===== src/rtl/galaxian_setup_pkg.sv =====
// Shared types and constants for the galaxian download/setup front-end.
// Used by ioctl_setup and setup_hold_timer.
package galaxian_setup_pkg;

   typedef enum logic [1:0] {
      ST_HOLD = 2'd0,
      ST_LOAD = 2'd1,
      ST_RUN  = 2'd2
   } setup_state_e;

   localparam logic [7:0] IDX_ROM = 8'd0;
   localparam logic [7:0] IDX_MOD = 8'd1;
   localparam logic [7:0] IDX_DIP = 8'd254;

   // Game variant numbers as sent in the index-1 select byte
   localparam int MOD_GALAXIAN  = 0;
   localparam int MOD_MOONQSR   = 1;
   localparam int MOD_MOONCRST  = 2;
   localparam int MOD_UNIWARS   = 3;
   localparam int MOD_SWARM     = 4;
   localparam int MOD_ZIGZAG    = 5;
   localparam int MOD_PISCES    = 6;
   localparam int MOD_SKYBASE   = 7;
   localparam int MOD_KINGBAL   = 8;
   localparam int MOD_BLACKHOLE = 9;
   localparam int MOD_ORBITRON  = 10;
   localparam int MOD_OMEGA     = 11;
   localparam int MOD_WAROFBUG  = 12;
   localparam int MOD_REDUFO    = 13;
   localparam int MOD_AZURIAN   = 14;
   localparam int MOD_DEVILFSH  = 15;
   localparam int MOD_TRIPLEDR  = 16;
   localparam int MOD_LUCKTODAY = 17;

endpackage


===== src/rtl/setup_hold_timer.sv =====
// Down-counter that holds the core in reset for RESET_HOLD cycles.
// 'load' reloads RESET_HOLD-1; 'en' counts down; 'done' flags zero.
module setup_hold_timer #(
   parameter int RESET_HOLD = 256
) (
   input  logic clk_sys,
   input  logic load,
   input  logic en,
   output logic done
);
   localparam int CW = (RESET_HOLD > 1) ? $clog2(RESET_HOLD) : 1;
   localparam logic [CW-1:0] RELOAD = CW'(RESET_HOLD - 1);

   logic [CW-1:0] count_q = RELOAD;
   logic [CW-1:0] count_d;

   always_comb begin
      count_d = count_q;
      if (load) begin
         count_d = RELOAD;
      end else if (en && count_q != '0) begin
         count_d = count_q - CW'(1);
      end
   end

   always_ff @(posedge clk_sys) begin
      count_q <= count_d;
   end

   assign done = (count_q == '0);

endmodule


===== src/rtl/ioctl_setup.sv =====
// Decodes hps_io ioctl traffic into ROM, game-select and DIP streams and
// sequences the core reset. Optional ROM checksum: define IOCTL_ROM_SUM_EN.
module ioctl_setup #(
   parameter int MOD_COUNT  = 18,
   parameter int RESET_HOLD = 256,
   parameter int DIP_BYTES  = 8,
   parameter int ROM_ADDR_W = 16
) (
   input  logic                   clk_sys,
   input  logic                   reset,
   input  logic                   ioctl_download,
   input  logic                   ioctl_wr,
   input  logic [7:0]             ioctl_index,
   input  logic [24:0]            ioctl_addr,
   input  logic [7:0]             ioctl_dout,
   output logic [ROM_ADDR_W-1:0]  dn_addr,
   output logic [7:0]             dn_data,
   output logic                   dn_wr,
   output logic [4:0]             mod_id,
   output logic [MOD_COUNT-1:0]   mod_onehot,
   output logic [8*DIP_BYTES-1:0] dip_sw,
   output logic                   core_reset,
   output logic                   rom_ready,
   output logic [7:0]             rom_sum
);
   import galaxian_setup_pkg::*;

   // Configuration registers power up to defaults and survive user resets
   setup_state_e            state_q = ST_HOLD;
   setup_state_e            state_d;
   logic                    rom_ready_q = 1'b0;
   logic                    rom_ready_d;
   logic [ROM_ADDR_W-1:0]   dn_addr_q = '0;
   logic [ROM_ADDR_W-1:0]   dn_addr_d;
   logic [7:0]              dn_data_q = '0;
   logic [7:0]              dn_data_d;
   logic                    dn_wr_q = 1'b0;
   logic                    dn_wr_d;
   logic [7:0]              mod_raw_q = '0;
   logic [7:0]              mod_raw_d;
   logic [MOD_COUNT-1:0]    mod_onehot_q = MOD_COUNT'(1);
   logic [MOD_COUNT-1:0]    mod_onehot_d;
   logic [8*DIP_BYTES-1:0]  dip_sw_q = '1;
   logic [8*DIP_BYTES-1:0]  dip_sw_d;

   logic rom_hit, mod_hit, dip_hit, load_req;
   logic timer_load, timer_en, timer_done;

   assign rom_hit  = ioctl_wr && (ioctl_index == IDX_ROM) &&
                     ((ioctl_addr >> ROM_ADDR_W) == 25'd0);
   assign mod_hit  = ioctl_wr && (ioctl_index == IDX_MOD);
   assign dip_hit  = ioctl_wr && (ioctl_index == IDX_DIP) &&
                     (ioctl_addr[24:3] == 22'd0) &&
                     ({1'b0, ioctl_addr[2:0]} < 4'(DIP_BYTES));
   assign load_req = ioctl_download && (ioctl_index == IDX_ROM);

   assign mod_id = (mod_raw_q < 8'(MOD_COUNT)) ? mod_raw_q[4:0] : 5'd0;

   always_comb begin
      dn_wr_d   = rom_hit;
      dn_addr_d = dn_addr_q;
      dn_data_d = dn_data_q;
      // A qualifying write wins over reset so no ROM byte is lost
      if (rom_hit) begin
         dn_addr_d = ioctl_addr[ROM_ADDR_W-1:0];
         dn_data_d = ioctl_dout;
      end else if (reset) begin
         dn_addr_d = '0;
         dn_data_d = '0;
      end
      mod_raw_d    = mod_hit ? ioctl_dout : mod_raw_q;
      mod_onehot_d = MOD_COUNT'(1) << mod_id;
      dip_sw_d     = dip_sw_q;
      if (dip_hit) begin
         dip_sw_d[8*ioctl_addr[2:0] +: 8] = ioctl_dout;
      end
   end

   always_comb begin
      state_d     = state_q;
      rom_ready_d = rom_ready_q;
      if (load_req) begin
         state_d = ST_LOAD;
      end else begin
         case (state_q)
            ST_LOAD: if (!ioctl_download) state_d = ST_HOLD;
            ST_HOLD: if (timer_done) begin
               state_d     = ST_RUN;
               rom_ready_d = 1'b1;
            end
            ST_RUN:  state_d = ST_RUN;
            default: state_d = ST_HOLD;
         endcase
      end
      if (state_d == ST_LOAD) rom_ready_d = 1'b0;
   end

   assign timer_load = reset || (state_q != ST_HOLD);
   assign timer_en   = (state_q == ST_HOLD);

   setup_hold_timer #(
      .RESET_HOLD (RESET_HOLD)
   ) u_hold_timer (
      .clk_sys (clk_sys),
      .load    (timer_load),
      .en      (timer_en),
      .done    (timer_done)
   );

   always_ff @(posedge clk_sys) begin
      if (reset) begin
         state_q <= ST_HOLD;
      end else begin
         state_q     <= state_d;
         rom_ready_q <= rom_ready_d;
      end
      dn_wr_q      <= dn_wr_d;
      dn_addr_q    <= dn_addr_d;
      dn_data_q    <= dn_data_d;
      mod_raw_q    <= mod_raw_d;
      mod_onehot_q <= mod_onehot_d;
      dip_sw_q     <= dip_sw_d;
   end

   assign dn_wr      = dn_wr_q;
   assign dn_addr    = dn_addr_q;
   assign dn_data    = dn_data_q;
   assign mod_onehot = mod_onehot_q;
   assign dip_sw     = dip_sw_q;
   assign rom_ready  = rom_ready_q;
   assign core_reset = reset | (state_q != ST_RUN);

`ifdef IOCTL_ROM_SUM_EN
   logic [7:0] rom_sum_q = '0;
   logic [7:0] rom_sum_d;
   logic       sum_en_q = 1'b0;
   logic       sum_en_d;
   logic       load_entry;

   // Only bytes written while in LOAD count, including one coincident with download falling
   assign load_entry = !reset && (state_d == ST_LOAD) && (state_q != ST_LOAD);
   assign sum_en_d   = rom_hit && (state_q == ST_LOAD);

   always_comb begin
      rom_sum_d = rom_sum_q;
      if (load_entry) begin
         rom_sum_d = 8'h00;
      end else if (sum_en_q) begin
         rom_sum_d = rom_sum_q + dn_data_q;
      end
   end

   always_ff @(posedge clk_sys) begin
      sum_en_q  <= sum_en_d;
      rom_sum_q <= rom_sum_d;
   end

   assign rom_sum = rom_sum_q;
`else
   assign rom_sum = 8'h00;
`endif

endmodule

===== config.mk =====
export PLATFORM = sky130hd
export DESIGN_NAME = ioctl_setup
export DESIGN_NICKNAME = d
export VERILOG_FILES = /design/src/rtl/galaxian_setup_pkg.sv /design/src/rtl/setup_hold_timer.sv /design/src/rtl/ioctl_setup.sv
export SDC_FILE = /design/constraint.sdc
export NUM_CORES = 1
export LEC_CHECK = 0
export ABC_AREA = 1
export CORE_UTILIZATION = 60
export DETAILED_ROUTE_END_ITERATION = 10
export DONT_BUFFER_PORTS = 1
export GPL_TIMING_DRIVEN = 0
export PLACE_DENSITY = 0.76
export SLEW_MARGIN = 0
export SYNTH_ARGS = -nofsm -noshare
export SYNTH_HDL_FRONTEND = slang
export SYNTH_SLANG_ARGS = --single-unit

===== constraint.sdc =====
create_clock -name clk_sys -period 7.3 [get_ports clk_sys]
set_input_delay 1.095 -clock clk_sys [delete_from_list [all_inputs] [get_ports clk_sys]]
set_output_delay 1.095 -clock clk_sys [all_outputs]
set_load 0.005 [all_outputs]

=== Word level (Yosys, flattened, before mapping) ===
Cells that the tools add are included.

* Add/sub/neg operators: 2
* $mul: 0
* Divide/modulo/power cells: 0
* Magnitude comparators: 1
* Eq/ne operators: 7
* Shift-type cells: 3
* Multiplexer cells: 13
* Bitwise gates (word level): 2
* Reduce and logical (&&, ||, !) cells: 19

{| class="wikitable"
|+ Operators by type and width
! cell !! count
|-
| $bwmux 64 || 1
|-
| $shift 8x34->64 const A || 1
|-
| $shiftx 8x34->64 || 1
|-
| $neg 6->34 || 1
|-
| $mux 16 || 2
|-
| $logic_not 25->1 || 1
|-
| $logic_not 22->1 || 1
|-
| $shl 1x5->18 const A || 1
|-
| $logic_not 8->1 || 2
|-
| $mux 8 || 2
|-
| $eq 8x1->1 const B || 1
|-
| $eq 8x8->1 const B || 1
|-
| $lt 8x5->1 const B || 1
|-
| $reduce_bool 2->1 || 4
|-
| $reduce_bool 8->1 || 1
|-
| $sub 8x1->8 const B || 1
|-
| $logic_and 1x1->1 || 7
|-
| $mux 2 || 3
|-
| $pmux 2 s3 || 1
|-
| $mux 5 || 1
|-
| $eq 2x1->1 const B || 2
|-
| $reduce_and 4->1 || 1
|-
| $mux 1 || 3
|-
| $eq 2x2->1 const B || 1
|-
| other kinds (6) || 6
|}

* Register bits: 126
* Bits in latches: 0
* Bits in writable memories: 0
* Bits in read-only memories: 0
* Word-level logic and storage cells: 56
* Memories: 0

=== Longest topological paths before layout ===
* Depth after elaboration: 7
* Mapped depth: 9
* Mapped depth without buffers: 9

=== Hierarchy ===
Synthesis repeated with hierarchy kept, for this count alone.

* Cell total of the unflattened synthesis: 479
* Area, all modules: 5151.2 um^2

{| class="wikitable"
|+ By module, submodules not included
! module !! instances !! cells an instance !! area an instance (um^2) !! sequential area each (um^2)
|-
| ioctl_setup || 1 || 407 || 4658.2 || 3333.2
|-
| setup_hold_timer || 1 || 72 || 493.0 || 160.2
|}

=== Worst setup path after synthesis ===
Ideal clock, no wire load.

* Path kind: input to register
* From: input port ioctl_addr[0]
* To: register dip_sw_q[0] (netlist: dip_sw[0]) (enable)
* Arrival: 2.705 ns
* Required time: 6.930 ns
* Slack: 4.225 ns
* Stages on the path: 8
* Buffers on the path: 2
* Cells stage by stage: buf_6 -> inv_1 -> ha_1 -> ha_1 -> clkbuf_1 -> nor2_1 -> nand3_2 -> nor2_1

{| class="wikitable"
|+ RTL lines
! what !! line !! text
|-
| start, declared || ioctl_setup.sv:14 || <nowiki>input logic [24:0] ioctl_addr,</nowiki>
|-
| end signal, assigned || ioctl_setup.sv:122 || <nowiki>dip_sw_q <= dip_sw_d;</nowiki>
|-
| end, declared || ioctl_setup.sv:43 || <nowiki>logic [8*DIP_BYTES-1:0] dip_sw_q = '1;</nowiki>
|}

==> flow_metrics.env <==
export IMPL_io_buffers=0
export IMPL_area_growth_pct=14.6
export IMPL_drt_antenna_violating_nets=0
export IMPL_r2r_end="u_hold_timer.count_q[5]"
export IMPL_maxCapViolCount=0
export IMPL_hold_path_class="reg2reg"
export IMPL_arrival_ns=3.25
export IMPL_clock_sinks=126
export IMPL_grtUsageTotal_pct=25.4
export IMPL_place_ws_ns=3.73
export IMPL_timing_final_hold_violations=0
export IMPL_antennaDiodeCount=0
export IMPL_wl_per_cell_um=16.8
export IMPL_status="finished, final reports clean"
export IMPL_yosys_warnings=0
export IMPL_nets=555
export IMPL_dpl_hpwl_um=7560
export IMPL_grt_max_degree=25
export IMPL_min_from="u_hold_timer.count_q[0]"
export IMPL_viasPerCell=5.31
export IMPL_synth_area_um2=5100
export IMPL_insertion_delay_ns=0.50
export IMPL_vias=3320
export IMPL_cts_resized=0
export IMPL_power_density_nw_per_um2=283
export IMPL_floorplan_die_area_um2=8870
export IMPL_slew_viol_final=0
export IMPL_min_to="u_hold_timer.count_q[0]"
export IMPL_remaining_drc_errors=0
export IMPL_synth_cells=480
export IMPL_dr_pass1_iters=4
export IMPL_root_buffer="clkbuf_8"
export IMPL_setup_viol=0
export IMPL_worst_pin_slew_ns=1.01
export IMPL_htreeDepth=4
export IMPL_r2r_start="u_hold_timer.count_q[0]"
export IMPL_criticalPathCategory="in2reg"
export IMPL_ctsHoldBuffers=0
export IMPL_overflow=0
export IMPL_layout_setup_ws_ns=4.18
export IMPL_fill_cells=599
export IMPL_gp_congestion=0.829
export IMPL_synth_distinct_cells=31
export IMPL_clkSlewWorstSetupHoldPaths_ns=0.06
export IMPL_cts_buffers_inserted=17
export IMPL_fmax_mhz=320
export IMPL_peakVddDrop_uv=156
export IMPL_holdPathStages=2
export IMPL_rows=33
export IMPL_setup_tns_final_ns=0
export IMPL_finalCriticalPeriod_ns=3.12
export IMPL_die_w_um=94.2
export IMPL_critPathLaunchType="primary input"
export IMPL_start_util_pct=62.1
export IMPL_finClkSkew_ns=0.00527
export IMPL_yosysSeqAreaShare_pct=68.5
export IMPL_regToRegSetupSlack_ns=5.78
export IMPL_num_io_pins=167
export IMPL_drive_gt1_share_pct=12.3
export IMPL_cp_end_kind="flip-flop"
export IMPL_rsz0062_at_grt="false"
export IMPL_wl_um=10500
export IMPL_crit_fanout=10
export IMPL_drtIter0Drc=189
export IMPL_crit_required_ns=7.42
export IMPL_fin_crit_sh_pct=42.8
export IMPL_postCtsSetupBuffers=0
export IMPL_grt_pass1_vias=3244
export IMPL_reg2reg_depth=8
export IMPL_ys_seq_elements=126
export IMPL_syn_area_per_cell_um2=10.6
export IMPL_antenna_found_initial=0
export IMPL_p_leak_nw=2.27
export IMPL_chipHeight_um=94.2
export IMPL_cts_buffer_depth=2
export IMPL_cts_tree="done"
export IMPL_core_area_um2=8220
export IMPL_grt_pass1_wl_um=16400
export IMPL_slew_headroom_pct=32.8
-- flip-flops by register name (all words and copies together), names as in the netlist --
register / cells
u_hold_timer.count_q: 8
state_q: 2
dip_sw: 64
dn_wr: 1
rom_ready: 1
dn_addr: 16
mod_onehot: 18
mod_raw_q: 8
dn_data: 8
-- area by class of cell --
cell class / count / area (µm²) / share of cell area (%)
buffer: 16 / 130 / 2.23
clock buffer: 18 / 418 / 7.15
clock inverter: 14 / 158 / 2.70
inverter: 68 / 255 / 4.37
multi-input combinational: 277 / 1250 / 21.4
sequential: 126 / 3490 / 59.7
tap: 105 / 131 / 2.25
timing repair buffer: 1 / 7.51 / 0.128
-- placed cells by master (no fill, tap or decap), types with 4 or more instances in the layout --
cell type	Yosys	layout
nand2_1	59	59
nor3_1	9	9
o211ai_1	4	4
clkinvlp_4	0	5
conb_1	1	8
nor2_1	142	142
dfxtp_1	29	29
edfxtp_1	97	97
inv_6	0	4
buf_4	8	9
buf_6	5	5
clkbuf_16	0	16
inv_1	65	65
nand3_1	26	26
xor2_1	4	4
-- critical path, stage by stage --
cell and delay [ns]:
buf_6 0.15, inv_1 0.11, ha_1 0.21, ha_1 0.29, clkbuf_1 0.23, nor2_1 0.30
nand3_2 0.23, nor2_1 0.63
-- Yosys cell counts, drive strengths merged --
| library cell | instances | area share [%] |
|---|---|---|
| nor2 | 147 | 11 |
| edfxtp | 97 | 57 |
| inv | 68 | 5.0 |
| nand2 | 63 | 4.9 |
| dfxtp | 29 | 11 |
| nand3 | 27 | 2.7 |
| buf | 15 | 2.5 |
| nor3 | 11 | 1.4 |
| nand4 | 4 | 0.61 |
| o211ai | 4 | 0.59 |
| xor2 | 4 | 0.69 |
| ha | 3 | 0.74 |
| o21ai | 2 | 0.20 |
| a31oi | 1 | 0.12 |
| clkbuf | 1 | 0.074 |
| conb | 1 | 0.074 |
| nor4 | 1 | 0.12 |
| or2 | 1 | 0.12 |
| xnor2 | 1 | 0.17 |
-- logic make-up after synthesis --
group	synth area share, %
AOI/OAI and AO/OA	0.908
xor gates and xnor gates	0.859
adders and majority gates	0.736
buffers and inverters	7.56
DFF	68.5
other	0.0735
and+or+nand+nor	21.4
-- layer usage --
metal / track usage, % / vias to the layer above / routed length [µm] / part of all wire [%]
met3: 10.7 / 14 / 933 / 8.9
met4: 10.4 / 0 / 169 / 1.6
met1: 29.8 / 1561 / 4100 / 39
met5: 0 / - / 0 / 0
li1: - / 1588 / - / -
met2: 41.1 / 157 / 5270 / 50
-- through the flow --
step	instance area (µm²)	power, W	std cells	hold slack (ns)	util, %
floorplan	5130	0.000845	487	0.429	-
global placement	5260	0.000859	592	0.442	64.0
detailed placement	5270	0.000862	593	0.449	64.2
CTS	5850	0.00166	625	0.464	71.2
global route	5850	0.00171	625	0.479	71.2
finish	5850	0.00166	625	0.460	71.2
-- where the power goes --
part	leakage [nW]	internal, W	switching, W
sequential	0.997	0.000777	0.00000520
combinational	1.01	0.0000187	0.0000467
clock	0.267	0.000492	0.000318
-- worst max path at each step --
stage	start	to
floorplan	ioctl_addr[0]	dip_sw[0]
global placement	ioctl_addr[0]	dip_sw[0]
detailed placement	ioctl_addr[0]	dip_sw[0]
CTS	ioctl_addr[0]	dip_sw[2]
global route	ioctl_addr[0]	dip_sw[2]
finish	ioctl_addr[0]	dip_sw[2]
(Power assumes the default switching activity.)
